File: src/rtl/mem_port_arbiter_if.sv
// rtl/mem_port_arbiter_if.sv - requester/bus signal bundle for mem_port_arbiter
//
// Groups the fetch port, the load/store port and the shared SRAM-like bus.
//   master : arbiter view (takes requests, drives ok/rdata and bus request fields)
//   slave  : environment view (requesters plus bus bridge)
interface mem_port_arbiter_if #(
    parameter int ADDR_W = 32,
    parameter int DATA_W = 32
);
    // instruction-fetch requester
    logic              inst_req;
    logic [ADDR_W-1:0] inst_addr;
    logic              inst_addr_ok;
    logic              inst_data_ok;
    logic [DATA_W-1:0] inst_rdata;

    // data-access requester
    logic                data_req;
    logic                data_wr;
    logic [1:0]          data_size;
    logic [DATA_W/8-1:0] data_wstrb;
    logic [ADDR_W-1:0]   data_addr;
    logic [DATA_W-1:0]   data_wdata;
    logic                data_addr_ok;
    logic                data_data_ok;
    logic [DATA_W-1:0]   data_rdata;

    // shared bus towards the bridge
    logic                bus_req;
    logic                bus_wr;
    logic [1:0]          bus_size;
    logic [DATA_W/8-1:0] bus_wstrb;
    logic [ADDR_W-1:0]   bus_addr;
    logic [DATA_W-1:0]   bus_wdata;
    logic                bus_addr_ok;
    logic                bus_data_ok;
    logic [DATA_W-1:0]   bus_rdata;

    modport master (
        input  inst_req, inst_addr,
        output inst_addr_ok, inst_data_ok, inst_rdata,
        input  data_req, data_wr, data_size, data_wstrb, data_addr, data_wdata,
        output data_addr_ok, data_data_ok, data_rdata,
        output bus_req, bus_wr, bus_size, bus_wstrb, bus_addr, bus_wdata,
        input  bus_addr_ok, bus_data_ok, bus_rdata
    );

    modport slave (
        output inst_req, inst_addr,
        input  inst_addr_ok, inst_data_ok, inst_rdata,
        output data_req, data_wr, data_size, data_wstrb, data_addr, data_wdata,
        input  data_addr_ok, data_data_ok, data_rdata,
        input  bus_req, bus_wr, bus_size, bus_wstrb, bus_addr, bus_wdata,
        output bus_addr_ok, bus_data_ok, bus_rdata
    );
endinterface

File: src/rtl/mem_port_arbiter.sv
// rtl/mem_port_arbiter.sv - fetch/data arbiter onto one single-outstanding SRAM-like bus
//
// Ports:
//   clk    : rising-edge clock
//   resetn : asynchronous active-low reset
//   port   : mem_port_arbiter_if.master (fetch port, load/store port, shared bus)
//   busy   : transaction in flight (FSM not IDLE)
//   owner  : requester owning the bus, 0 = inst, 1 = data (valid while busy)
module mem_port_arbiter #(
    parameter int ADDR_W       = 32,
    parameter int DATA_W       = 32,
    parameter int STARVE_LIMIT = 4
) (
    input  logic                 clk,
    input  logic                 resetn,
    mem_port_arbiter_if.master   port,
    output logic                 busy,
    output logic                 owner
);
    localparam int STRB_W = DATA_W / 8;
    localparam int CNT_W  = $clog2(STARVE_LIMIT + 1);
    localparam logic [CNT_W-1:0] STARVE_MAX = CNT_W'(STARVE_LIMIT);

    typedef enum logic [1:0] {S_IDLE, S_ADDR, S_DATA} state_t;

    state_t              state_q,      state_d;
    logic [CNT_W-1:0]    starve_q,     starve_d;
    logic                owner_q,      owner_d;
    logic                wr_q,         wr_d;
    logic [1:0]          size_q,       size_d;
    logic [STRB_W-1:0]   wstrb_q,      wstrb_d;
    logic [ADDR_W-1:0]   addr_q,       addr_d;
    logic [DATA_W-1:0]   wdata_q,      wdata_d;
    logic [DATA_W-1:0]   inst_rdata_q, inst_rdata_d;
    logic [DATA_W-1:0]   data_rdata_q, data_rdata_d;

    logic grant_data;
    logic grant_inst;
    logic addr_fire;
    logic resp_fire;

    // A data_ok that arrives before the address is accepted is not a response.
    assign addr_fire = (state_q == S_ADDR) && port.bus_addr_ok;
    assign resp_fire = (addr_fire && port.bus_data_ok) ||
                       ((state_q == S_DATA) && port.bus_data_ok);

    always_ff @(posedge clk or negedge resetn) begin
        if (!resetn) begin
            state_q      <= S_IDLE;
            starve_q     <= '0;
            owner_q      <= 1'b0;
            wr_q         <= 1'b0;
            size_q       <= '0;
            wstrb_q      <= '0;
            addr_q       <= '0;
            wdata_q      <= '0;
            inst_rdata_q <= '0;
            data_rdata_q <= '0;
        end else begin
            state_q      <= state_d;
            starve_q     <= starve_d;
            owner_q      <= owner_d;
            wr_q         <= wr_d;
            size_q       <= size_d;
            wstrb_q      <= wstrb_d;
            addr_q       <= addr_d;
            wdata_q      <= wdata_d;
            inst_rdata_q <= inst_rdata_d;
            data_rdata_q <= data_rdata_d;
        end
    end

    always_comb begin
        state_d      = state_q;
        starve_d     = starve_q;
        owner_d      = owner_q;
        wr_d         = wr_q;
        size_d       = size_q;
        wstrb_d      = wstrb_q;
        addr_d       = addr_q;
        wdata_d      = wdata_q;
        inst_rdata_d = inst_rdata_q;
        data_rdata_d = data_rdata_q;
        grant_data   = 1'b0;
        grant_inst   = 1'b0;

        case (state_q)
            S_IDLE: begin
                // Data normally wins; once it has taken STARVE_LIMIT grants in a
                // row over a waiting fetch, the fetch gets one slot.
                grant_data = port.data_req &&
                             !((starve_q == STARVE_MAX) && port.inst_req);
                grant_inst = !grant_data && port.inst_req;
                if (grant_data) begin
                    owner_d  = 1'b1;
                    wr_d     = port.data_wr;
                    size_d   = port.data_size;
                    wstrb_d  = port.data_wstrb;
                    addr_d   = port.data_addr;
                    wdata_d  = port.data_wdata;
                    starve_d = port.inst_req ? starve_q + CNT_W'(1) : '0;
                    state_d  = S_ADDR;
                end else if (grant_inst) begin
                    owner_d  = 1'b0;
                    wr_d     = 1'b0;
                    size_d   = 2'd2;
                    wstrb_d  = '0;
                    addr_d   = port.inst_addr;
                    wdata_d  = '0;
                    starve_d = '0;
                    state_d  = S_ADDR;
                end
            end
            S_ADDR: begin
                if (port.bus_addr_ok) begin
                    state_d = port.bus_data_ok ? S_IDLE : S_DATA;
                end
            end
            S_DATA: begin
                if (port.bus_data_ok) begin
                    state_d = S_IDLE;
                end
            end
            default: state_d = S_IDLE;
        endcase

        if (resp_fire) begin
            if (owner_q) begin
                data_rdata_d = port.bus_rdata;
            end else begin
                inst_rdata_d = port.bus_rdata;
            end
        end
    end

    always_comb begin
        port.bus_req      = (state_q == S_ADDR);
        port.bus_wr       = wr_q;
        port.bus_size     = size_q;
        port.bus_wstrb    = wstrb_q;
        port.bus_addr     = addr_q;
        port.bus_wdata    = wdata_q;

        port.inst_addr_ok = addr_fire && !owner_q;
        port.data_addr_ok = addr_fire &&  owner_q;
        port.inst_data_ok = resp_fire && !owner_q;
        port.data_data_ok = resp_fire &&  owner_q;

        // Response cycle forwards bus_rdata; otherwise the captured copy holds.
        port.inst_rdata   = (resp_fire && !owner_q) ? port.bus_rdata : inst_rdata_q;
        port.data_rdata   = (resp_fire &&  owner_q) ? port.bus_rdata : data_rdata_q;

        busy  = (state_q != S_IDLE);
        owner = owner_q;
    end
endmodule

File: src/flat_wrapper.sv
// flat-port wrapper written by rule: the top's interface ports become plain ports
module mem_port_arbiter_flat 
#(
    parameter int ADDR_W       = 32,
    parameter int DATA_W       = 32,
    parameter int STARVE_LIMIT = 4
)
  (clk, resetn, busy, owner, port_inst_req, port_inst_addr, port_inst_addr_ok, port_inst_data_ok, port_inst_rdata, port_data_req, port_data_wr, port_data_size, port_data_wstrb, port_data_addr, port_data_wdata, port_data_addr_ok, port_data_data_ok, port_data_rdata, port_bus_req, port_bus_wr, port_bus_size, port_bus_wstrb, port_bus_addr, port_bus_wdata, port_bus_addr_ok, port_bus_data_ok, port_bus_rdata);
  mem_port_arbiter_if #(.ADDR_W(ADDR_W), .DATA_W(DATA_W)) port_i ();
  input  logic clk;
  input  logic resetn;
  output logic busy;
  output logic owner;
  input wire logic [$bits(port_i.inst_req)-1:0] port_inst_req;
  input wire logic [$bits(port_i.inst_addr)-1:0] port_inst_addr;
  output wire logic [$bits(port_i.inst_addr_ok)-1:0] port_inst_addr_ok;
  output wire logic [$bits(port_i.inst_data_ok)-1:0] port_inst_data_ok;
  output wire logic [$bits(port_i.inst_rdata)-1:0] port_inst_rdata;
  input wire logic [$bits(port_i.data_req)-1:0] port_data_req;
  input wire logic [$bits(port_i.data_wr)-1:0] port_data_wr;
  input wire logic [$bits(port_i.data_size)-1:0] port_data_size;
  input wire logic [$bits(port_i.data_wstrb)-1:0] port_data_wstrb;
  input wire logic [$bits(port_i.data_addr)-1:0] port_data_addr;
  input wire logic [$bits(port_i.data_wdata)-1:0] port_data_wdata;
  output wire logic [$bits(port_i.data_addr_ok)-1:0] port_data_addr_ok;
  output wire logic [$bits(port_i.data_data_ok)-1:0] port_data_data_ok;
  output wire logic [$bits(port_i.data_rdata)-1:0] port_data_rdata;
  output wire logic [$bits(port_i.bus_req)-1:0] port_bus_req;
  output wire logic [$bits(port_i.bus_wr)-1:0] port_bus_wr;
  output wire logic [$bits(port_i.bus_size)-1:0] port_bus_size;
  output wire logic [$bits(port_i.bus_wstrb)-1:0] port_bus_wstrb;
  output wire logic [$bits(port_i.bus_addr)-1:0] port_bus_addr;
  output wire logic [$bits(port_i.bus_wdata)-1:0] port_bus_wdata;
  input wire logic [$bits(port_i.bus_addr_ok)-1:0] port_bus_addr_ok;
  input wire logic [$bits(port_i.bus_data_ok)-1:0] port_bus_data_ok;
  input wire logic [$bits(port_i.bus_rdata)-1:0] port_bus_rdata;
  assign port_i.inst_req = port_inst_req;
  assign port_i.inst_addr = port_inst_addr;
  assign port_inst_addr_ok = port_i.inst_addr_ok;
  assign port_inst_data_ok = port_i.inst_data_ok;
  assign port_inst_rdata = port_i.inst_rdata;
  assign port_i.data_req = port_data_req;
  assign port_i.data_wr = port_data_wr;
  assign port_i.data_size = port_data_size;
  assign port_i.data_wstrb = port_data_wstrb;
  assign port_i.data_addr = port_data_addr;
  assign port_i.data_wdata = port_data_wdata;
  assign port_data_addr_ok = port_i.data_addr_ok;
  assign port_data_data_ok = port_i.data_data_ok;
  assign port_data_rdata = port_i.data_rdata;
  assign port_bus_req = port_i.bus_req;
  assign port_bus_wr = port_i.bus_wr;
  assign port_bus_size = port_i.bus_size;
  assign port_bus_wstrb = port_i.bus_wstrb;
  assign port_bus_addr = port_i.bus_addr;
  assign port_bus_wdata = port_i.bus_wdata;
  assign port_i.bus_addr_ok = port_bus_addr_ok;
  assign port_i.bus_data_ok = port_bus_data_ok;
  assign port_i.bus_rdata = port_bus_rdata;
  mem_port_arbiter #(.ADDR_W(ADDR_W), .DATA_W(DATA_W), .STARVE_LIMIT(STARVE_LIMIT)) u_core (.clk(clk), .resetn(resetn), .port(port_i), .busy(busy), .owner(owner));
endmodule
File: config.mk
export PLATFORM = sky130hd
export DESIGN_NAME = mem_port_arbiter_flat
export DESIGN_NICKNAME = d
export VERILOG_FILES = /design/src/rtl/mem_port_arbiter_if.sv /design/src/rtl/mem_port_arbiter.sv /design/src/flat_wrapper.sv
export SDC_FILE = /design/constraint.sdc
export NUM_CORES = 1
export LEC_CHECK = 0
export ABC_AREA = 1
export BUFFER_PORTS_ARGS = -buffer_cell sky130_fd_sc_hd__buf_2
export CORE_MARGIN = 4
export CORE_UTILIZATION = 43
export CTS_BUF_LIST = sky130_fd_sc_hd__clkbuf_16
export DETAILED_ROUTE_END_ITERATION = 8
export PLACE_DENSITY = 0.84
export RECOVER_POWER = 25
export SLEW_MARGIN = 20
export SYNTH_ARGS = -nofsm -noshare
export SYNTH_HDL_FRONTEND = slang
export SYNTH_SLANG_ARGS = --single-unit
File: constraint.sdc
create_clock -name clk -period 1.5 [get_ports clk]
set_input_delay 0.15 -clock clk [delete_from_list [all_inputs] [get_ports clk]]
set_output_delay 0.15 -clock clk [all_outputs]
set_load 0.1 [all_outputs]
==> impl_metrics.yaml <==
status:
  status: "complete, but fails checks"
  violations: "negative setup slack"
timing:
  finalHoldViolations: 0
  setup_slack_ns: -0.803
  fin_crit_sh: 1.54
  fmax_mhz: 434
  setup_viol: 131
  fin_worst_skew_ns: 0.0105
  worst_slew_pin_slew_ns: 1.21
  period_minus_slack_ns: 2.30
  timing.hold.ws_ns: 0.0150
  relSlewSlack: 0.191
  drv_slew: 0
  rsz0062_at_grt: "true"
detailed_routing:
  drt-wirelength-per-cell_um: 24.6
  vias: 7553
  viasPerCell: 5.72
  firstDrtPassIters: 6
  wirelength_um: 32500
  drt-initial-drc-count: 691
  drc_errors: 0
  antenna_left: 0
synthesis:
  synth_nets: 874
  synth_top_family_by_area: "simple AND/OR/NAND/NOR gates"
  avgSynthCellArea_sq_um: 8.60
  synthSimpleGateAreaFrac: 0.354
  async_flop_share: 1.00
  ys_seq_elements: 141
  netlist_area_sq_um: 6280
  synth_top_cell_by_area: "dfrtp_1"
  synth_edf_count: 0
  yosysUniqueCellTypes: 27
  synthTopCellsByArea: "dfrtp_1 (56%), nand2_1 (21%), nand4_1 (6.5%)"
  synth_top_area_frac: 0.562
  synth_adder_area_share: 0.00398
  ys_seq_area_frac: 0.562
  ys.flop_type: "dfrtp_1"
  synth_xor_area_frac: 0.00139
  yosysWarnings: 0
  synth-compound-area-share: 0.00657
  syn_inst: 731
  synth.area.mux_share: 0
placed_design:
  dp_hpwl_um: 16100
  gp_congestion: 0.839
  portBuffers: 282
worst_hold_path:
  hold_class: "in2reg"
  holdCritStartpoint: "port_inst_addr[6]"
clocking:
  cts_buffer_depth: 2
  clk_latency_ns: 0.43
  cts_made_buffers: 17
  cts.clk_slew.worst_paths_ns: 0.07
  clockRootBuffer: "clkbuf_16"
  clock-sinks: 141
  cts_tree: "built"
  htree_levels: 4
die:
  pin_count: 283
  coreArea_sq_um: 14100
  start_util: 0.446
  die_area_sq_um: 16600
  die_height_um: 129
  die_w_um: 129
  rows: 43
global_routing:
  grt_usage: 0.331
  overflow: 0
  grt_pass1_vias: 7665
  grt_max_degree: 58
  grt_pass1_wl_um: 42000
  antenna_found_initial: 2
critical_path:
  timing.rr.start: "u_core.state_q[1]"
  cp.required_ns: 1.35
  worstPathArrival_ns: 2.15
  crit_start: "u_core.state_q[1]"
  crit_type: "reg2out"
  startpoint_type: "flop"
  crit_fanout: 7
  crit_path_end_kind: "output pin"
run:
  maxCapViolations: 0
finish:
  area_growth_pct: 103
  layout.nets: 1269
  drive_above_1_share: 0.502
-- area by class of cell --
| class | instances | area, sq um |
|---|---|---|
| Timing Repair Buffer | 427 | 4180 |
| Multi-Input combinational cell | 498 | 4090 |
| Sequential cell | 141 | 3530 |
| Fill cell | 491 | 1320 |
| Clock buffer | 17 | 425 |
| Tap cell | 180 | 225 |
| Inverter | 41 | 171 |
| Clock inverter | 15 | 144 |
| Antenna cell | 2 | 5.00 |
-- critical path, cell delays in order, from the launching register on --
cell	delay, ns
dfrtp_1	0.43
buf_4	0.18
nand2_4	0.12
nand2_4	0.11
nand3_4	0.10
buf_12	0.14
buf_16	0.17
buf_6	0.14
clkinvlp_4	0.13
buf_12	0.19
-- state kept, by name (all words and copies together), names as in the netlist --
signal	count
u_core.inst_rdata_q	32
u_core.state_q	2
u_core.port.bus_wdata	32
u_core.port.bus_wr	1
u_core.owner	1
u_core.starve_q	3
u_core.port.bus_wstrb	4
u_core.port.bus_size	2
u_core.port.bus_addr	32
u_core.data_rdata_q	32
-- Yosys cell counts (4+ instances only) --
master and number:
buf_2 18, nand3b_1 32, nand4_1 65, inv_2 4
buf_6 8, dfrtp_1 141, buf_4 7, inv_1 37
buf_1 12, nand2_1 344, nor2_1 4, clkbuf_1 7
nand3_1 32
-- per-layer routing --
layer / GRT usage / part of all wire / vias up
met2: 0.586 / 0.50 / 556
li1: - / - / 3148
met1: 0.374 / 0.35 / 3699
met5: 0 / 0 / -
met4: 0.161 / 0.060 / 0
met3: 0.0768 / 0.090 / 150
-- layout by cell type, fill, tap and decap left out, types with 11 or more instances in the layout --
cell           Yosys  routed
buf_12             0      89
nand4_1           65      65
buf_4              7      48
inv_1             37      33
nand2_2            2      11
clkbuf_16          0      20
nand2_1          344     215
nand2_8            0      91
nand3b_1          32      32
nand3_1           32      32
nand2_4            1      31
dlygate4sd3_1      0      41
dfrtp_1          141     139
buf_2             18     211
buf_6              8      28
-- kinds of logic after synthesis --
family                     count (synthesis)
and+or+nand+nor                          487
adders and majority gates                  2
buffers and inverters                     93
AOI/OAI and AO/OA                          7
xor gates and xnor gates                   1
DFF                                      141
-- stage by stage --
stage | setup TNS [ns] | instances | util | setup slack [ns] | cell area, sq um
final | -53.74 | 1321 | 0.906 | -0.803 | 12800
after global placement | -5.15 | 1207 | 0.748 | -0.115 | 10500
after CTS | -38.14 | 1301 | 0.858 | -0.602 | 12100
after floorplan | -9.78 | 731 | - | -0.165 | 7580
after global routing | -55.91 | 1321 | 0.906 | -0.832 | 12800
after detailed placement | -7.87 | 1207 | 0.748 | -0.189 | 10500
-- path summary, 6_finish.rpt --
path	endpoint	slack (ns)	cells after the start
setup reg to reg	u_core.data_rdata_q[21]	-0.37	10
hold / removal	u_core.port.bus_addr[6]	0.01	5
setup / recovery	port_inst_data_ok	-0.80	9
max in group asynchronous	u_core.owner	0.13	3
hold reg to reg	u_core.port.bus_wdata[12]	0.48	2
min in group asynchronous	u_core.inst_rdata_q[18]	0.55	2
-- timing repair --
| item | in CTS | in global routing |
|---|---|---|
| pin swaps | 22 | 31 |
| gates cloned | 7 | 5 |
| setup endpoints to repair | 91 | 181 |
| resized for setup | 62 | 97 |
| hold buffers | 41 | 0 |
| setup buffers | 16 | 20 |
| hold endpoints to repair | 78 | 0 |
Power is left out: the tool's default activity adds up to more than one toggle a clock period on the data nets, which glitch-free logic cannot reach.
